<file path="src/rtl/tawas_pkg.sv">
// rtl/tawas_pkg.sv - shared types and helpers for the tawas thread scheduler
// Contents:
//   TAWAS_NTHR_MAX  largest supported hardware thread count
//   TAWAS_PC_W      default instruction word address width
//   pc_t            {half, addr} PC entry at the default width
//   tid_w(n)        width of a thread id for n threads (at least 1 bit)
package tawas_pkg;

  localparam int TAWAS_NTHR_MAX = 64;
  localparam int TAWAS_PC_W     = 24;

  typedef struct packed {
    logic                  half;
    logic [TAWAS_PC_W-1:0] addr;
  } pc_t;

  function automatic int tid_w(input int n);
    return (n <= 2) ? 1 : $clog2(n);
  endfunction

endpackage

</file>
<file path="src/rtl/tawas_rr_arb.sv">
// rtl/tawas_rr_arb.sv - combinational round-robin grant over a request vector
// Ports:
//   req  in   N    request (ready) vector
//   ptr  in   IW   last granted index; search starts at ptr+1, cyclic
//   gnt  out  N    one-hot grant
//   idx  out  IW   index of the granted bit
//   any  out  1    at least one request present
module tawas_rr_arb
  import tawas_pkg::*;
#(
  parameter int N  = 32,
  parameter int IW = tid_w(N)
) (
  input  logic [N-1:0]  req,
  input  logic [IW-1:0] ptr,
  output logic [N-1:0]  gnt,
  output logic [IW-1:0] idx,
  output logic          any
);

  logic [N-1:0]   above;
  logic [2*N-1:0] dbl;
  logic           found;

  // The low half holds only requests strictly above ptr, the high half
  // holds all requests; the lowest set bit of the concatenation is the
  // first request after ptr, wrapping around through the high half.
  always_comb begin : pick
    int k;
    above = '0;
    for (int i = 0; i < N; i++) begin
      above[i] = (i > int'(ptr));
    end
    dbl   = {req, req & above};
    gnt   = '0;
    idx   = '0;
    found = 1'b0;
    k     = 0;
    for (int j = 0; j < 2 * N; j++) begin
      if (!found && dbl[j]) begin
        found  = 1'b1;
        k      = (j >= N) ? (j - N) : j;
        gnt[k] = 1'b1;
        idx    = IW'(k);
      end
    end
    any = |req;
  end

endmodule

</file>
<file path="src/rtl/tawas_thread_sched.sv">
// rtl/tawas_thread_sched.sv - per-thread PC table and fetch thread scheduler
// Picks one runnable thread per cycle and presents {tid, pc, half} to fetch
// over a valid/ready handshake; tracks busy/halted per thread.
// Ports:
//   clk, rst_n                      clock, synchronous active-low reset
//   thread_mask/thread_stall        per-thread enable / blocked
//   fetch_vld/rdy/tid/pc/half       fetch request handshake and payload
//   pc_upd_en/tid/pc                PC writeback, pc_upd_pc = {half, pc}
//   retire_en/tid, abort_en/tid     end of a pass; clears busy
//   halt_en/tid                     sets halted, clears busy
//   start_en/tid/pc                 clears halted, loads {0, start_pc}
//   thread_busy/thread_halted       per-thread state
module tawas_thread_sched
  import tawas_pkg::*;
#(
  parameter  int NTHR     = 32,
  parameter  int PC_W     = 24,
  parameter  int RR_EN    = 1,
  parameter  int RST_HALT = 0,
  localparam int TID_W    = tid_w(NTHR)
) (
  input  logic             clk,
  input  logic             rst_n,
  input  logic [NTHR-1:0]  thread_mask,
  input  logic [NTHR-1:0]  thread_stall,
  output logic             fetch_vld,
  input  logic             fetch_rdy,
  output logic [TID_W-1:0] fetch_tid,
  output logic [PC_W-1:0]  fetch_pc,
  output logic             fetch_half,
  input  logic             pc_upd_en,
  input  logic [TID_W-1:0] pc_upd_tid,
  input  logic [PC_W:0]    pc_upd_pc,
  input  logic             retire_en,
  input  logic [TID_W-1:0] retire_tid,
  input  logic             abort_en,
  input  logic [TID_W-1:0] abort_tid,
  input  logic             halt_en,
  input  logic [TID_W-1:0] halt_tid,
  input  logic             start_en,
  input  logic [TID_W-1:0] start_tid,
  input  logic [PC_W-1:0]  start_pc,
  output logic [NTHR-1:0]  thread_busy,
  output logic [NTHR-1:0]  thread_halted
);

  typedef struct packed {
    logic            half;
    logic [PC_W-1:0] addr;
  } pc_ent_t;

  pc_ent_t          pc_q [NTHR];
  logic [TID_W-1:0] rr_ptr_q;

  logic [NTHR-1:0]  ready;
  logic [NTHR-1:0]  gnt;
  logic [TID_W-1:0] win;
  logic [TID_W-1:0] arb_ptr;
  logic             any_ready;
  logic             sel_fire;
  pc_ent_t          win_pc;

  logic [NTHR-1:0]  retire_oh;
  logic [NTHR-1:0]  abort_oh;
  logic [NTHR-1:0]  halt_oh;
  logic [NTHR-1:0]  start_oh;
  logic [NTHR-1:0]  upd_oh;
  logic [NTHR-1:0]  clear_oh;

  // Tids >= NTHR match no bit, so such events drop out here.
  always_comb begin
    retire_oh = '0;
    abort_oh  = '0;
    halt_oh   = '0;
    start_oh  = '0;
    upd_oh    = '0;
    for (int i = 0; i < NTHR; i++) begin
      retire_oh[i] = retire_en && (retire_tid == TID_W'(i));
      abort_oh[i]  = abort_en  && (abort_tid  == TID_W'(i));
      halt_oh[i]   = halt_en   && (halt_tid   == TID_W'(i));
      start_oh[i]  = start_en  && (start_tid  == TID_W'(i));
      upd_oh[i]    = pc_upd_en && (pc_upd_tid == TID_W'(i));
    end
    clear_oh = retire_oh | abort_oh | halt_oh;
  end

  assign ready    = ~thread_busy & thread_mask & ~thread_stall & ~thread_halted;
  // Fixed priority is round-robin with the pointer parked on the last tid.
  assign arb_ptr  = (RR_EN != 0) ? rr_ptr_q : TID_W'(NTHR - 1);
  assign sel_fire = (!fetch_vld || fetch_rdy) && any_ready;

  tawas_rr_arb #(
    .N  (NTHR),
    .IW (TID_W)
  ) u_arb (
    .req (ready),
    .ptr (arb_ptr),
    .gnt (gnt),
    .idx (win),
    .any (any_ready)
  );

  // Winner PC, forwarding a same-edge write with the same priority the
  // table applies (start over writeback) so fetch sees what gets stored.
  always_comb begin
    win_pc = '0;
    for (int i = 0; i < NTHR; i++) begin
      if (gnt[i]) win_pc = pc_q[i];
    end
    if (|(start_oh & gnt)) begin
      win_pc = '{half: 1'b0, addr: start_pc};
    end else if (|(upd_oh & gnt)) begin
      win_pc = pc_ent_t'(pc_upd_pc);
    end
  end

  always_ff @(posedge clk) begin
    if (!rst_n) begin
      for (int i = 0; i < NTHR; i++) begin
        pc_q[i] <= '{half: 1'b0, addr: PC_W'(i)};
      end
      thread_busy   <= '0;
      thread_halted <= (RST_HALT != 0) ? ~NTHR'(1) : '0;
      rr_ptr_q      <= TID_W'(NTHR - 1);
      fetch_vld     <= 1'b0;
      fetch_tid     <= '0;
      fetch_pc      <= '0;
      fetch_half    <= 1'b0;
    end else begin
      for (int i = 0; i < NTHR; i++) begin
        if (start_oh[i]) begin
          pc_q[i] <= '{half: 1'b0, addr: start_pc};
        end else if (upd_oh[i]) begin
          pc_q[i] <= pc_ent_t'(pc_upd_pc);
        end
      end
      // Clears win over the select set for the same tid.
      thread_busy   <= (thread_busy | (sel_fire ? gnt : '0)) & ~clear_oh;
      thread_halted <= (thread_halted | halt_oh) & ~start_oh;
      if (sel_fire) begin
        fetch_vld  <= 1'b1;
        fetch_tid  <= win;
        fetch_pc   <= win_pc.addr;
        fetch_half <= win_pc.half;
        rr_ptr_q   <= win;
      end else if (fetch_rdy) begin
        fetch_vld  <= 1'b0;
      end
    end
  end

endmodule

</file>
<file path="config.mk">
export PLATFORM = sky130hd
export DESIGN_NAME = tawas_thread_sched
export DESIGN_NICKNAME = d
export VERILOG_FILES = /design/src/rtl/tawas_pkg.sv /design/src/rtl/tawas_rr_arb.sv /design/src/rtl/tawas_thread_sched.sv
export SDC_FILE = /design/constraint.sdc
export NUM_CORES = 2
export LEC_CHECK = 0
export CAP_MARGIN = 20
export CORE_ASPECT_RATIO = 1.1
export CORE_MARGIN = 2
export CORE_UTILIZATION = 50
export DETAILED_ROUTE_END_ITERATION = 8
export GPL_TIMING_DRIVEN = 0
export PLACE_DENSITY_LB_ADDON = 0.05
export RECOVER_POWER = 50
export SYNTH_ARGS = -nofsm -noshare
export SYNTH_HDL_FRONTEND = slang
export SYNTH_SLANG_ARGS = --single-unit
</file>
<file path="constraint.sdc">
create_clock -name clk -period 5.1 [get_ports clk]
set_clock_uncertainty 0.1 [all_clocks]
set_input_delay 1.02 -clock clk [delete_from_list [all_inputs] [get_ports clk]]
set_output_delay 1.02 -clock clk [all_outputs]
set_load 0.005 [all_outputs]
</file>
# Word-level counts from Yosys, hierarchy flattened

Memories as Yosys holds them, arrays and structs flattened.
Index checks and enable logic that the tools add are counted.
W data, S select, Z words.

Memories kept: 1
Register bits: 100
Input port bits: 146
RAM bits: 800
Word-level logic and storage cells: 1088
Output and inout bits: 95

Memories:

| name | depth | bits a word | read ports | clocked after memory_dff | wr ports | RTL line                 | RTL |
|---|---|---|---|---|---|---|---|
| pc_q | 32    | 25          | 32         | 0                        | 32       | tawas_thread_sched.sv:52 | `pc_ent_t pc_q [NTHR];` |

Muxes and demuxes: 515
Bitwise gates (word level): 81
Reduce and logical (&&, ||, !) cells: 298
Order comparisons: 31
Equal/unequal tests: 155

Operators with widths:

| cell                 | count |
|---|---|
| $mux W25             | 98 |
| $eq A5 B5 Y1 const B | 80 |
| $mux W1              | 354 |
| $and A32 B32 Y32     | 8 |
| $mux W5              | 48 |
| $logic_and A1 B1 Y1  | 224 |
| $eq A5 B4 Y1 const B | 40 |
| $not A32 Y32         | 5 |
| $or A32 B32 Y32      | 4 |
| $eq A5 B3 Y1 const B | 20 |
| $reduce_or A32 Y1    | 3 |
| $gt A5 B5 Y1 const A | 16 |
| $logic_not A1 Y1     | 64 |
| $or A1 B1 Y1         | 64 |
| $eq A5 B2 Y1 const B | 10 |
| $gt A4 B5 Y1 const A | 8 |
| $mux W32             | 1 |
| $mux W4              | 8 |
| $eq A5 B1 Y1 const B | 5 |
| $logic_not A5 Y1     | 5 |
| $gt A3 B5 Y1 const A | 4 |
| $mux W3              | 4 |
| $gt A2 B5 Y1 const A | 2 |
| $gt A1 B5 Y1 const A | 1 |
| other kinds (3)      | 4 |

# Logic depth before layout (Yosys ltp)

Word-level depth: 199
Depth in mapped cells: 18
Depth with buffers taken out: 12

# Modules after synthesis

A second synthesis with hierarchy kept.

Cells, all modules: 4928
Area total of the unflattened synthesis: 48188.7 um^2

Modules (own cells, without submodules):

| module             | area each (um^2) | sequential area each (um^2) | cells an instance | times used |
|---|---|---|---|---|
| tawas_thread_sched | 46306.9          | 26025.0                     | 4629              | 1 |
| tawas_rr_arb       | 1881.8           | 0.0                         | 299               | 1 |

# Worst setup path after synthesis

Ideal clock, no wire load.

Path kind: input -> register
From: in thread_mask[27]
To: reg fetch_pc[4]
Setup time: 0.133 ns
Required time: 4.867 ns
Buffers on the path: 5
Slack: 0.587 ns
Cell stages on the path: 17
Arrival: 4.280 ns
Path through: or4b_1 -> buf_2 -> o21ai_1 -> a211o_2 -> or3_1 -> buf_4 -> or4_4 -> buf_6 -> o22a_4 -> nor2_2 -> a32oi_1 -> o21a_1 -> and3_1 -> buf_4 -> nor2_4 -> buf_6 -> a2111oi_2

Cells in the longest elaborated chain, start to end: 118
Elaborated cells on any way between the ends: 190
Those cells by class: 107 x mux; 6 x bitwise; 77 x reduce/logical

Ends and longest elaborated chain:

| element                          | RTL line                  | RTL |
|---|---|---|
| start, declared                  | tawas_thread_sched.sv:24  | `input logic [NTHR-1:0] thread_mask,` |
| $and A32 B32 Y32 * (3 in series) | tawas_thread_sched.sv:87  | `assign ready = ~thread_busy & thread_mask & ~thread_stall & ~thread_halted;` |
| $and A32 B32 Y32                 | tawas_rr_arb.sv:34        | `dbl = {req, req & above};` |
| $logic_and A1 B1 Y1              | tawas_rr_arb.sv:40        | `if (!found && dbl[j]) begin` |
| $mux W1                          | tawas_rr_arb.sv:40        |  |
| $logic_not A1 Y1                 | tawas_rr_arb.sv:40        |  |
| $logic_and A1 B1 Y1              | tawas_rr_arb.sv:40        |  |
| $mux W1                          | tawas_rr_arb.sv:40        |  |
| $logic_not A1 Y1                 | tawas_rr_arb.sv:40        |  |
| [100 not listed]                 | n/a                       |  |
| $mux W1                          | tawas_rr_arb.sv:40        |  |
| $logic_not A1 Y1                 | tawas_rr_arb.sv:40        |  |
| $logic_and A1 B1 Y1              | tawas_rr_arb.sv:40        |  |
| $mux W1                          | tawas_rr_arb.sv:40        |  |
| $and A32 B32 Y32                 | tawas_thread_sched.sv:112 | `end else if (\|(upd_oh & gnt)) begin` |
| $reduce_or A32 Y1                | tawas_thread_sched.sv:112 |  |
| $mux W25                         | tawas_thread_sched.sv:112 |  |
| $mux W25                         | tawas_thread_sched.sv:110 | `if (\|(start_oh & gnt)) begin` |
| end signal, assigned             | tawas_thread_sched.sv:143 | `fetch_pc <= win_pc.addr;` |
| end, declared                    | tawas_thread_sched.sv:29  | `output logic [PC_W-1:0] fetch_pc,` |

Mark *: on every way between the ends. The rest lies on a longest branch, timed or not.
A chain may end at the register's enable or synchronous reset.

# Final worst setup path

From: in pc_upd_tid[2]
To: reg fetch_pc[2]

Cells in the longest elaborated chain, start to end: 6
Elaborated cells on any way between the ends: 68
Those cells by class: 31 x eq/ne; 2 x mux; 1 x bitwise; 34 x reduce/logical

Ends and longest elaborated chain:

| element                              | RTL line                  | RTL |
|---|---|---|
| start, declared                      | tawas_thread_sched.sv:32  | `input logic [TID_W-1:0] pc_upd_tid,` |
| $eq A5 B1 Y1 (tied with other cells) | tawas_thread_sched.sv:82  | `upd_oh[i] = pc_upd_en && (pc_upd_tid == TID_W'(i));` |
| $logic_and A1 B1 Y1                  | tawas_thread_sched.sv:82  |  |
| $and A32 B32 Y32 *                   | tawas_thread_sched.sv:112 |  |
| $reduce_or A32 Y1 *                  | tawas_thread_sched.sv:112 |  |
| $mux W25 *                           | tawas_thread_sched.sv:112 |  |
| $mux W25 *                           | tawas_thread_sched.sv:110 |  |

Marks and branches as above.

==> results.md <==
- Status: complete, but fails checks
- Failing checks: design-rule violations, negative setup slack
- Vias: 50,590
- Synth warn: 0
- TritonCTS buffer count: between 90 and 100
- Setup crit end kind: register
- Setup repair after global routing missed its margin: yes
- Placed cell area: between 0.05 and 0.06 sq mm
- Fmax: roughly 190 MHz
- Initial DRC Count: a little under 10,000
- Area Growth Syn to Fin: 18.93%
- Port bufs: 223
- Final hold violations: 0
- R2R setup slack: -0.05 ns
- Crit Path Category: primary input to register
- Htree depth: 3
- Initial DRT Pass Iterations: 9
- Netlist cell types: 97
- Gate Count Post-Synth: about 5,200
- Number of synthesized flops with an enable pin: 800
- Initial antenna violation count: 22
- Post-DP HPWL: 204.4 mm
- Data required, critical path: around 5.6 ns
- Row count: 121
- Critical path's largest stage delay: just over 0.7 ns
- First-pass GRT wire length: around 350 mm
- Clock insertion delay at the later pin of the skew report: 0.73 ns
- Slew Limit Headroom: between 10% and 20%
- Yosys reg bits: 900
- Drt total wl: roughly 250 mm
- Cts hold-fix bufs: 0
- Worst Hold Class: register to register
- Total track usage: 48.44%
- Max stage delay cell, worst path: dlygate4sd3_1
- Vias in the first global route: 47,450
- Leakage power: 0.01984 uW
- Final Power: between 20,000 and 25,000 uW
- Pwr per Cell Area: roughly 400 mW/mm^2
- Crit path arrival time: about 5.7 ns
- Register area: ~0.026 sq mm
- Final instance area: 0.05916 sq mm
- Largest net degree at the start of global routing: 26
- Nature of the critical path startpoint: primary input
- I/O pin cnt: 241
- Worst ir drop on vdd: just over 300 uV
- Avg WL per Cell: approximately 36 um
- Clk sinks: 900
- Final min period: roughly 5.3 ns
- CP Max Fanout: 10
- Max-cap violations: 0
- GPL Wtd Cong: ~1.1
- CTS tree: done
- Die ar.: 0.1020 sq mm
- Final Max Slew Viols: 0
- Worst slew pin tran: about 1.3 ns
- Final net count: between 5,000 and 6,000
- Clock tree root driver cell: clkbuf_16
- Footprint of the multi-input gates: around 0.022 sq mm
- Post-synthesis sequential area ratio: ~52%
- Layout cells sized above 1: slightly above 10%
- Detail Route Antenna Nets: 0
- Final period util: 103.7%
- Die X: around 300 um
- Syn nets: around 5,300
- Initial Utilization: between 50% and 60%
- Cell area after synthesis: between 0.04 and 0.05 sq mm
- Final setup viols: approximately 220
- Core area: ~0.099 sq mm
- DRC violations left: 12
- Top FF cell, synth: edfxtp_1
- Final worst slack: -0.1879 ns
- Fin util: about three fifths
- Async S/R FF share, synth: 0%
- Die Height: approximately 330 um
- Worst path cell trace: dlygate4sd3_1 -> nand2b_1 -> nor3b_1 -> nand2_1 -> nor4_1 -> or4_1 -> a211o_1 -> nor3_2 -> nand4_1 -> nor3_4 -> nand4_1 -> buf_4 -> buf_4 -> a2111oi_2 -> a2111oi_2
- Layout fillers: 8,620
- Post-Syn Area per Cell: 9.570 sq um
- GRT Residual Overflow: 0
- Maximum root-to-sink buffer count: 3
- Clock transition at path regs: ~0.06 ns
- Vias/cell: about 7.2
==> layout make-up <==
type                    instances  area share [%]
plain buffers                 537           3.944
repair buffers                319           5.291
clock inverters                53           1.009
diodes                         12         0.05076
clock buffers                 129           4.636
well taps                    1291           2.730
multi-input cells            3702           38.02
flip-flops and latches        900           43.99
inverters                      52          0.3299
==> path summary, 6_finish.rpt <==
kind | startpoint | to | cells past startpoint
setup / recovery | pc_upd_tid[2] | fetch_pc[2]$_SDFFE_PN0P_ | 15
setup reg to reg | arb_ptr[2]$_SDFFE_PN1P_ | fetch_pc[18]$_SDFFE_PN0P_ | 17
hold reg to reg | fetch_pc[18]$_SDFFE_PN0P_ | fetch_pc[18]$_SDFFE_PN0P_ | 2
hold / removal | fetch_pc[18]$_SDFFE_PN0P_ | fetch_pc[18]$_SDFFE_PN0P_ | 2
==> synth_stat cells, types with 12 or more instances <==
library cell / number / share of area [%]
o2111a_1: 24 / 0.54
o2111ai_1: 29 / 0.51
nand3_1: 127 / 1.3
and4_1: 24 / 0.42
and3_1: 17 / 0.21
a2111oi_1: 15 / 0.30
a2111oi_2: 38 / 1.1
o21ai_1: 22 / 0.22
a22oi_1: 225 / 3.4
clkbuf_1: 449 / 3.4
nor2_1: 501 / 3.8
o22ai_1: 81 / 1.0
and2_1: 38 / 0.48
nor3_1: 97 / 0.98
a222oi_1: 96 / 1.9
nand4_1: 18 / 0.23
nor4b_2: 15 / 0.45
o32a_1: 27 / 0.54
o31ai_1: 33 / 0.50
a21oi_1: 236 / 2.4
buf_4: 22 / 0.33
o21a_1: 28 / 0.42
o311a_1: 23 / 0.46
nor4b_1: 17 / 0.30
o211ai_1: 54 / 0.81
edfxtp_1: 800 / 48
inv_1: 48 / 0.36
o221ai_1: 56 / 0.99
or4b_2: 14 / 0.28
a2111oi_0: 25 / 0.44
nand2b_1: 19 / 0.24
buf_1: 26 / 0.20
dfxtp_1: 100 / 4.0
buf_2: 43 / 0.43
nand3b_1: 12 / 0.18
o21ai_0: 398 / 4.0
a22o_1: 96 / 1.7
o22a_1: 26 / 0.46
nor2b_1: 50 / 0.63
nand2_1: 981 / 7.4
a31o_1: 23 / 0.40
nor4_1: 58 / 0.73
==> critical path: cells and delay by family <==
| family | cells | cell delay, ns |
|---|---|---|
| compound gates | 3 | 0.74 |
| buf+inv | 3 | 1.14 |
| simple gates | 9 | 2.82 |
==> placed cells by master (no fill, tap or decap), drive strengths merged, types with 28 or more instances in the layout <==
| cell | Yosys | final |
|---|---|---|
| nor4 | 69 | 69 |
| o211ai | 56 | 56 |
| inv | 48 | 51 |
| o21a | 28 | 28 |
| o2111ai | 29 | 29 |
| dfxtp | 100 | 100 |
| a22oi | 226 | 226 |
| o22ai | 83 | 83 |
| nand3 | 129 | 129 |
| edfxtp | 800 | 800 |
| and2 | 39 | 39 |
| dlygate4sd3 | 0 | 101 |
| nor2b | 50 | 50 |
| nand2 | 982 | 982 |
| clkinv | 4 | 41 |
| a21oi | 238 | 238 |
| a222oi | 96 | 96 |
| o221ai | 56 | 56 |
| a2111oi | 78 | 78 |
| o31ai | 33 | 33 |
| clkdlybuf4s50 | 0 | 122 |
| nor4b | 34 | 34 |
| clkbuf | 449 | 586 |
| o21ai | 422 | 422 |
| a22o | 96 | 96 |
| buf | 95 | 174 |
| nor2 | 503 | 503 |
| nor3 | 99 | 99 |
==> where the power goes <==
| group | switching, uW | internal, uW |
|---|---|---|
| clock network | 3310 | 4310 |
| logic | 4780 | 2420 |
| registers | 346 | 8680 |
==> logic make-up after synthesis <==
family          Yosys count  synth area share [%]
buf+inv                 596                 4.832
flops                   900                 52.32
compound gates         1645                 23.87
simple gates           2053                 18.90
mux                       4               0.08300
==> repair_timing <==
item / 4_1_cts / 5_1_grt
gates resized for setup: 142 / 133
setup endpoints to repair: 843 / 28
pin swaps: 11 / 24
setup buffers: 21 / 21
hold endpoints to repair: 0 / 0
==> state kept, by name, summed over array words and instances, names as in the netlist <==
signal	count
pc_q	800
fetch_tid	5
fetch_vld	1
arb_ptr	5
thread_busy	32
fetch_half	1
fetch_pc	24
thread_halted	32
==> stage by stage <==
| stage | setup TNS, ns | std cells | hold slack, ns | setup WS [ns] |
|---|---|---|---|---|
| floorplan | 0 | 5198 | 0.3610 | 0.5873 |
| global placement | -2003.17 | 6712 | 0.3942 | -3.057 |
| detailed placement | -1223.00 | 6763 | 0.4006 | -2.298 |
| CTS | -1.125 | 6962 | 0.4172 | -0.2563 |
| global route | -0.5275 | 6987 | 0.4264 | -0.08337 |
| finish | -12.62 | 6995 | 0.4151 | -0.1879 |
==> per-layer routing <==
| layer | track usage (%) | part of all wire [%] |
|---|---|---|
| met1 | 59.08 | 34 |
| met2 | 73.81 | 43 |
| met3 | 14.45 | 14 |
| met4 | 33.75 | 8.5 |
| met5 | 0.5695 | 0.045 |
(Power assumes the default switching activity.)
